`config.mk`:
```
export PLATFORM = sky130hd
export DESIGN_NAME = buffer_controller_flat
export DESIGN_NICKNAME = d
export VERILOG_FILES = /design/src/rtl/buffer_controller_if.sv /design/src/rtl/buffer_controller.sv /design/src/flat_wrapper.sv
export SDC_FILE = /design/constraint.sdc
export NUM_CORES = 1
export LEC_CHECK = 0
export ABC_AREA = 0
export CAP_MARGIN = 10
export CORE_UTILIZATION = 50
export CTS_BUF_LIST = sky130_fd_sc_hd__clkbuf_8
export CTS_CLUSTER_SIZE = 16
export DETAILED_ROUTE_END_ITERATION = 8
export PLACE_DENSITY_LB_ADDON = 0.2
export SLEW_MARGIN = 30
export SYNTH_ARGS = -nofsm -noshare
export SYNTH_HDL_FRONTEND = slang
export SYNTH_SLANG_ARGS = --single-unit
```
`constraint.sdc`:
```
create_clock -name clock -period 3.3 [get_ports clock]
set_input_delay 0.825 -clock clock [delete_from_list [all_inputs] [get_ports clock]]
set_output_delay 0.825 -clock clock [all_outputs]
set_load 0.02 [all_outputs]
```
`src/rtl/buffer_controller_if.sv`:
```
// Stream and RAM-port bundle for buffer_controller: producer/consumer valid-ready
// handshakes plus the address/enable/data lines of the attached dual-port RAM.
interface buffer_controller_if #(
    parameter int RAM_WIDTH     = 8,
    parameter int RAM_ADDR_BITS = 14
) ();
    logic [RAM_WIDTH-1:0]     in_data;
    logic                     in_valid;
    logic                     in_ready;
    logic [RAM_WIDTH-1:0]     out_data;
    logic                     out_valid;
    logic                     out_ready;
    logic [RAM_WIDTH-1:0]     ram_data_in;
    logic [RAM_ADDR_BITS-1:0] ram_write_address;
    logic                     ram_write_enable;
    logic [RAM_ADDR_BITS-1:0] ram_read_address;
    logic [RAM_WIDTH-1:0]     ram_data_out;

    // master is the controller side
    modport master (
        input  in_data, in_valid, out_ready, ram_data_out,
        output in_ready, out_data, out_valid,
        output ram_data_in, ram_write_address, ram_write_enable, ram_read_address
    );

    modport slave (
        output in_data, in_valid, out_ready, ram_data_out,
        input  in_ready, out_data, out_valid,
        input  ram_data_in, ram_write_address, ram_write_enable, ram_read_address
    );
endinterface

```
`src/rtl/buffer_controller.sv`:
```
// FIFO control stage for a dual-port RAM with one-cycle registered read.
// Optional BUFFER_CTRL_LEVEL_EN adds the level and almost_full outputs.
module buffer_controller #(
    parameter int RAM_WIDTH     = 8,
    parameter int RAM_ADDR_BITS = 14
) (
    input  logic                   clock,
    input  logic                   reset_n,
    buffer_controller_if.master    bus,
    output logic                   overflow
`ifdef BUFFER_CTRL_LEVEL_EN
    ,
    output logic [RAM_ADDR_BITS:0] level,
    output logic                   almost_full
`endif
);
    localparam logic [RAM_ADDR_BITS:0] FULL_COUNT = {1'b1, {RAM_ADDR_BITS{1'b0}}};

    logic [RAM_ADDR_BITS-1:0] wr_ptr_reg;
    logic [RAM_ADDR_BITS-1:0] rd_ptr_reg;
    logic [RAM_ADDR_BITS:0]   count_reg;
    logic [RAM_ADDR_BITS:0]   count_next;
    logic [RAM_ADDR_BITS:0]   visible_reg;
    logic [RAM_ADDR_BITS:0]   visible_next;
    logic                     push_d1_reg;
    logic                     push_d2_reg;
    logic                     overflow_reg;
    logic [RAM_WIDTH-1:0]     out_word;

    logic in_ready_int;
    logic out_valid_int;
    logic push;
    logic pop;

    assign in_ready_int  = (count_reg != FULL_COUNT);
    assign out_valid_int = (visible_reg != '0);
    assign push          = bus.in_valid & in_ready_int;
    assign pop           = out_valid_int & bus.out_ready;

    always_comb begin
        count_next = count_reg;
        case ({push, pop})
            2'b10:   count_next = count_reg + 1'b1;
            2'b01:   count_next = count_reg - 1'b1;
            default: count_next = count_reg;
        endcase
    end

    // A word becomes visible two edges after its push, so a read can never race its write.
    assign visible_next = visible_reg + (RAM_ADDR_BITS + 1)'(push_d2_reg)
                                      - (RAM_ADDR_BITS + 1)'(pop);

    always_ff @(posedge clock or negedge reset_n) begin
        if (!reset_n) begin
            wr_ptr_reg   <= '0;
            rd_ptr_reg   <= '0;
            count_reg    <= '0;
            visible_reg  <= '0;
            push_d1_reg  <= 1'b0;
            push_d2_reg  <= 1'b0;
            overflow_reg <= 1'b0;
        end else begin
            if (push) wr_ptr_reg <= wr_ptr_reg + 1'b1;
            if (pop)  rd_ptr_reg <= rd_ptr_reg + 1'b1;
            count_reg   <= count_next;
            visible_reg <= visible_next;
            push_d1_reg <= push;
            push_d2_reg <= push_d1_reg;
            if (bus.in_valid && !in_ready_int) overflow_reg <= 1'b1;
        end
    end

    assign out_word              = bus.ram_data_out;
    assign bus.out_data          = out_word;
    assign bus.in_ready          = in_ready_int;
    assign bus.out_valid         = out_valid_int;
    assign bus.ram_data_in       = bus.in_data;
    assign bus.ram_write_enable  = push;
    assign bus.ram_write_address = wr_ptr_reg;
    // Lookahead on pop so the next word arrives the cycle after the pop.
    assign bus.ram_read_address  = rd_ptr_reg + RAM_ADDR_BITS'(pop);
    assign overflow              = overflow_reg;

`ifdef BUFFER_CTRL_LEVEL_EN
    localparam logic [RAM_ADDR_BITS:0] ALMOST_FULL_COUNT = FULL_COUNT - (RAM_ADDR_BITS + 1)'(4);

    logic almost_full_reg;

    always_ff @(posedge clock or negedge reset_n) begin
        if (!reset_n) begin
            almost_full_reg <= 1'b0;
        end else begin
            almost_full_reg <= (count_next >= ALMOST_FULL_COUNT);
        end
    end

    assign level       = count_reg;
    assign almost_full = almost_full_reg;
`endif
endmodule

```
`src/flat_wrapper.sv`:
```
// flat-port wrapper written by rule: the top's interface ports become plain ports
module buffer_controller_flat 
#(
    parameter int RAM_WIDTH     = 8,
    parameter int RAM_ADDR_BITS = 14
)
  (clock, reset_n, overflow, bus_in_data, bus_in_valid, bus_out_ready, bus_ram_data_out, bus_in_ready, bus_out_data, bus_out_valid, bus_ram_data_in, bus_ram_write_address, bus_ram_write_enable, bus_ram_read_address);
  buffer_controller_if #(.RAM_WIDTH(RAM_WIDTH), .RAM_ADDR_BITS(RAM_ADDR_BITS)) bus_i ();
  input  logic clock;
  input  logic reset_n;
  output logic overflow;
  input wire logic [$bits(bus_i.in_data)-1:0] bus_in_data;
  input wire logic [$bits(bus_i.in_valid)-1:0] bus_in_valid;
  input wire logic [$bits(bus_i.out_ready)-1:0] bus_out_ready;
  input wire logic [$bits(bus_i.ram_data_out)-1:0] bus_ram_data_out;
  output wire logic [$bits(bus_i.in_ready)-1:0] bus_in_ready;
  output wire logic [$bits(bus_i.out_data)-1:0] bus_out_data;
  output wire logic [$bits(bus_i.out_valid)-1:0] bus_out_valid;
  output wire logic [$bits(bus_i.ram_data_in)-1:0] bus_ram_data_in;
  output wire logic [$bits(bus_i.ram_write_address)-1:0] bus_ram_write_address;
  output wire logic [$bits(bus_i.ram_write_enable)-1:0] bus_ram_write_enable;
  output wire logic [$bits(bus_i.ram_read_address)-1:0] bus_ram_read_address;
  assign bus_i.in_data = bus_in_data;
  assign bus_i.in_valid = bus_in_valid;
  assign bus_i.out_ready = bus_out_ready;
  assign bus_i.ram_data_out = bus_ram_data_out;
  assign bus_in_ready = bus_i.in_ready;
  assign bus_out_data = bus_i.out_data;
  assign bus_out_valid = bus_i.out_valid;
  assign bus_ram_data_in = bus_i.ram_data_in;
  assign bus_ram_write_address = bus_i.ram_write_address;
  assign bus_ram_write_enable = bus_i.ram_write_enable;
  assign bus_ram_read_address = bus_i.ram_read_address;
  buffer_controller #(.RAM_WIDTH(RAM_WIDTH), .RAM_ADDR_BITS(RAM_ADDR_BITS)) u_core (.clock(clock), .reset_n(reset_n), .bus(bus_i), .overflow(overflow));
endmodule
```
==> results.tsv <==
stage	metric	value	unit
run_status	result of the run	finished, violations left	
run_status	failing checks	setup timing	
pwr	power per cell area	1021	nW/um^2
sta	max-slew violations	0	
floorplan	Cell Rows	32	
routing	number of remaining DRC errors	0	
floorplan	IO Pins	68	
floorplan	horizontal die dimension	93.15	um
synthesis	flip-flop cell with the highest count after synthesis	dfrtp_1	
synthesis	Synth top cells by count	dfrtp_1 (61), ha_1 (39), nand2_1 (39), xnor2_1 (32), inv_1 (30)	
finish	number of antenna diodes	0	
clock_tree	TritonCTS clock tree	built	
synthesis	largest area contributor in the netlist	dfrtp_1	
sta	crit share post-route	101.7	%
clock_tree	clock-pin slew of the registers on the worst-case setup and hold paths	70	ps
pwr	Pleak	2.690	nW
finish	Layout Cell Area excl Fill	5808	sq um
routing	metal1 wirelength	4215	um
worst_setup_path	Worst Setup Path Type	flip-flop to primary output	
synthesis	Post-synth ARST share	100.0	%
routing	highest routed layer	met4	
sta	actual transition at the worst max-transition pin	444.2	ps
worst_setup_path	setup slack, reg-to-reg	-50	ps
placed_design	detailed-placement wirelength estimate	6283	um
synthesis	flip-flop and latch count after synthesis	61	
sta	setup TNS after final layout	-344.9	ps
floorplan	full die area	8677	sq um
floorplan	chip height	93.15	um
sta	final count of negative-setup-slack endpoints	13	
clock_tree	worst-case clock buffer depth	2	
routing	WL/cell	14.55	um
synthesis	count of flip-flops with a built-in enable after synthesis	0	
routing	First DRT Iteration DRCs	108	
min_path	type of the most critical hold path	flip-flop to flip-flop	
routing	total met2 wirelength after detailed routing	4809	um
synthesis	Cell Area, Synth	4154	sq um
worst_setup_path	critical-path maximum fanout	4	
clock_tree	Sink Count	61	
run	max-cap violations	0	
sta	RSZ-0062 raised after global routing	yes	
synthesis	Synthesized Nets	505	
global_routing	All-Layer GR Usage	23.25	%
worst_setup_path	critical path data arrival time	2530	ps
pwr	overall power	5.929	mW
sta	clock period minus final worst setup slack	3357	ps
global_routing	maximum number of pins on one net before global-route repair	28	
routing	residual antenna-violating net count after detailed routing	0	
global_routing	wire length of the first global-routing pass	15810	um
finish	layout net count	606	
placed_design	post-placement cell area	4980	sq um
synthesis	Distinct cells, synth	57	
global_routing	GRT Residual Overflow	0	
synthesis	Synth top area share	36.75	%
worst_setup_path	endpoint class of the critical path	primary output	
synthesis	Avg Inst Size Synth	9.356	sq um
finish	share of post-route cells with drive strength above 1	36.91	%
routing	via density per instance	5.368	
synthesis	Yosys Warn Count	0	
global_routing	number of antenna violations at the first check in global routing	0	
sta	Fmax	0.2979	GHz
routing	detailed route wirelength on metal3	334	um
sta	Rel. slew slack	69.97	%
worst_setup_path	data required time of the critical path	2470	ps
synthesis	top post-synthesis cells by area	dfrtp_1 (37%), ha_1 (12%), xnor2_1 (6.7%)	
clock_tree	clk_lat worst skew	350	ps
synthesis	number of instances in the synthesized netlist	444	
floorplan	initial core utilization	52.66	%
routing	detailed-route via count	3500	
clock_tree	cell at the root of the clock tree	clkbuf_8	
pwr	largest vdd supply drop	0.5146	mV
sta	Post-Route Skew	6.419	ps
routing	router iterations before antenna repair	4	
synthesis	top-count cell post-synth	dfrtp_1	
floorplan	Core Region	7888	sq um
worst_setup_path	Worst Setup Start Kind	flip-flop	
global_routing	via count of the first global-routing pass	3455	
placed_design	PortBufs	35	
sta	number of endpoints with negative hold slack in the final report	0	
finish	Post-Route Utilization	73.64	%
sta	final worst-path setup slack	-57.00	ps
routing	Final Routed Wirelength	9486	um
finish	fillers	556	
placed_design	dpl ws	-445.9	ps
finish	area overhead of the layout relative to synthesis	39.82	%
synthesis	post-synthesis sequential area ratio	36.75	%
clock_tree	clock buffers created by TritonCTS	9	
placed_design	global placer's final weighted congestion	0.8164	
clock_tree	maximum level of the CTS H-tree	3	
## what timing repair did
item	in CTS	in global routing
setup buffers	15	7
hold buffers	0	0
endpoints found under the hold margin	0	0
endpoints found under the setup margin	25	32
resized for setup	137	40
pin swaps	40	26
## cells by family (layout without fill, tap and decap cells)
| family | count (synthesis) | after routing | synth area share (%) |
|---|---|---|---|
| buf+inv | 57 | 163 | 6.717 |
| simple gates | 144 | 144 | 17.53 |
| compound gates | 76 | 76 | 12.35 |
| flops | 61 | 61 | 36.75 |
| mux | 5 | 5 | 1.295 |
| xor+xnor | 60 | 60 | 12.65 |
| fa+ha+maj | 41 | 41 | 12.71 |
## routing by layer
layer | GRT usage (%) | vias to the layer above
met5 | 0 | -
met4 | 8.077 | 0
met2 | 39.89 | 63
met3 | 4.959 | 9
met1 | 28.87 | 1698
li1 | - | 1730
## final timing paths
kind | startpoint | end | depth (start not counted)
worst min-delay path | u_core.push_d1_reg$_DFF_PN0_ | u_core.push_d2_reg$_DFF_PN0_ | 0
worst max-delay path | u_core.visible_reg[13]$_DFF_PN0_ | bus_ram_read_address[6] | 11
worst max register to register | u_core.visible_reg[13]$_DFF_PN0_ | u_core.visible_reg[12]$_DFF_PN0_ | 17
max in group asynchronous | reset_n | u_core.bus.ram_write_address[8]$_DFFE_PN0P_ | 2
worst min register to register | u_core.push_d1_reg$_DFF_PN0_ | u_core.push_d2_reg$_DFF_PN0_ | 0
min in group asynchronous | reset_n | u_core.visible_reg[13]$_DFF_PN0_ | 1
## placed cells by master, fill, tap and decap left out, types with 5 or more instances in the layout
cell type / netlist / routed
buf_4: 16 / 84
a21o_1: 7 / 7
a21oi_1: 20 / 11
nor2_1: 29 / 23
ha_1: 39 / 21
nor3_1: 14 / 11
nand2_1: 39 / 35
nand4_1: 10 / 10
xor2_1: 28 / 27
xnor2_1: 32 / 27
ha_4: 0 / 16
inv_1: 30 / 16
clkbuf_8: 0 / 9
and3_1: 6 / 6
nand3_1: 16 / 12
inv_2: 0 / 14
clkdlybuf4s50_1: 0 / 20
xnor2_2: 0 / 5
dfrtp_1: 61 / 61
o21ai_0: 17 / 14
buf_6: 0 / 6
a21oi_2: 0 / 5
## worst max-delay path, stage by stage, from the launching register on
cell and delay (ps):
dfrtp_1 390, inv_2 60, ha_2 170, nand3b_1 80, or4_4 490, and2_4 170, ha_4 170, ha_4 170
nand3_4 120, buf_6 120, xnor2_2 90, buf_4 160
## report_power, final
part / internal, mW / total (mW) / switching, mW
logic: 2.02 / 3.87 / 1.85
registers: 1.05 / 1.38 / 0.338
clock network: 0.351 / 0.675 / 0.324
## metrics by stage
step	std cells	hold slack, ps
after global placement	616	343.5
after detailed placement	616	337.1
after global routing	652	373.7
after floorplan	444	331.2
after CTS	646	362.0
final	652	355.0
## area by class of cell
cell class	instances	area (sq um)	area share (%)
Clock inverter	7	73.82	1.271
Sequential cell	61	1526	26.28
Multi-Input combinational cell	326	2885	49.68
Tap cell	102	127.6	2.197
Timing Repair Buffer	116	952.2	16.39
Clock buffer	9	123.9	2.133
Inverter	31	118.9	2.047
No activity file was read; power rests on OpenSTA's default activity.
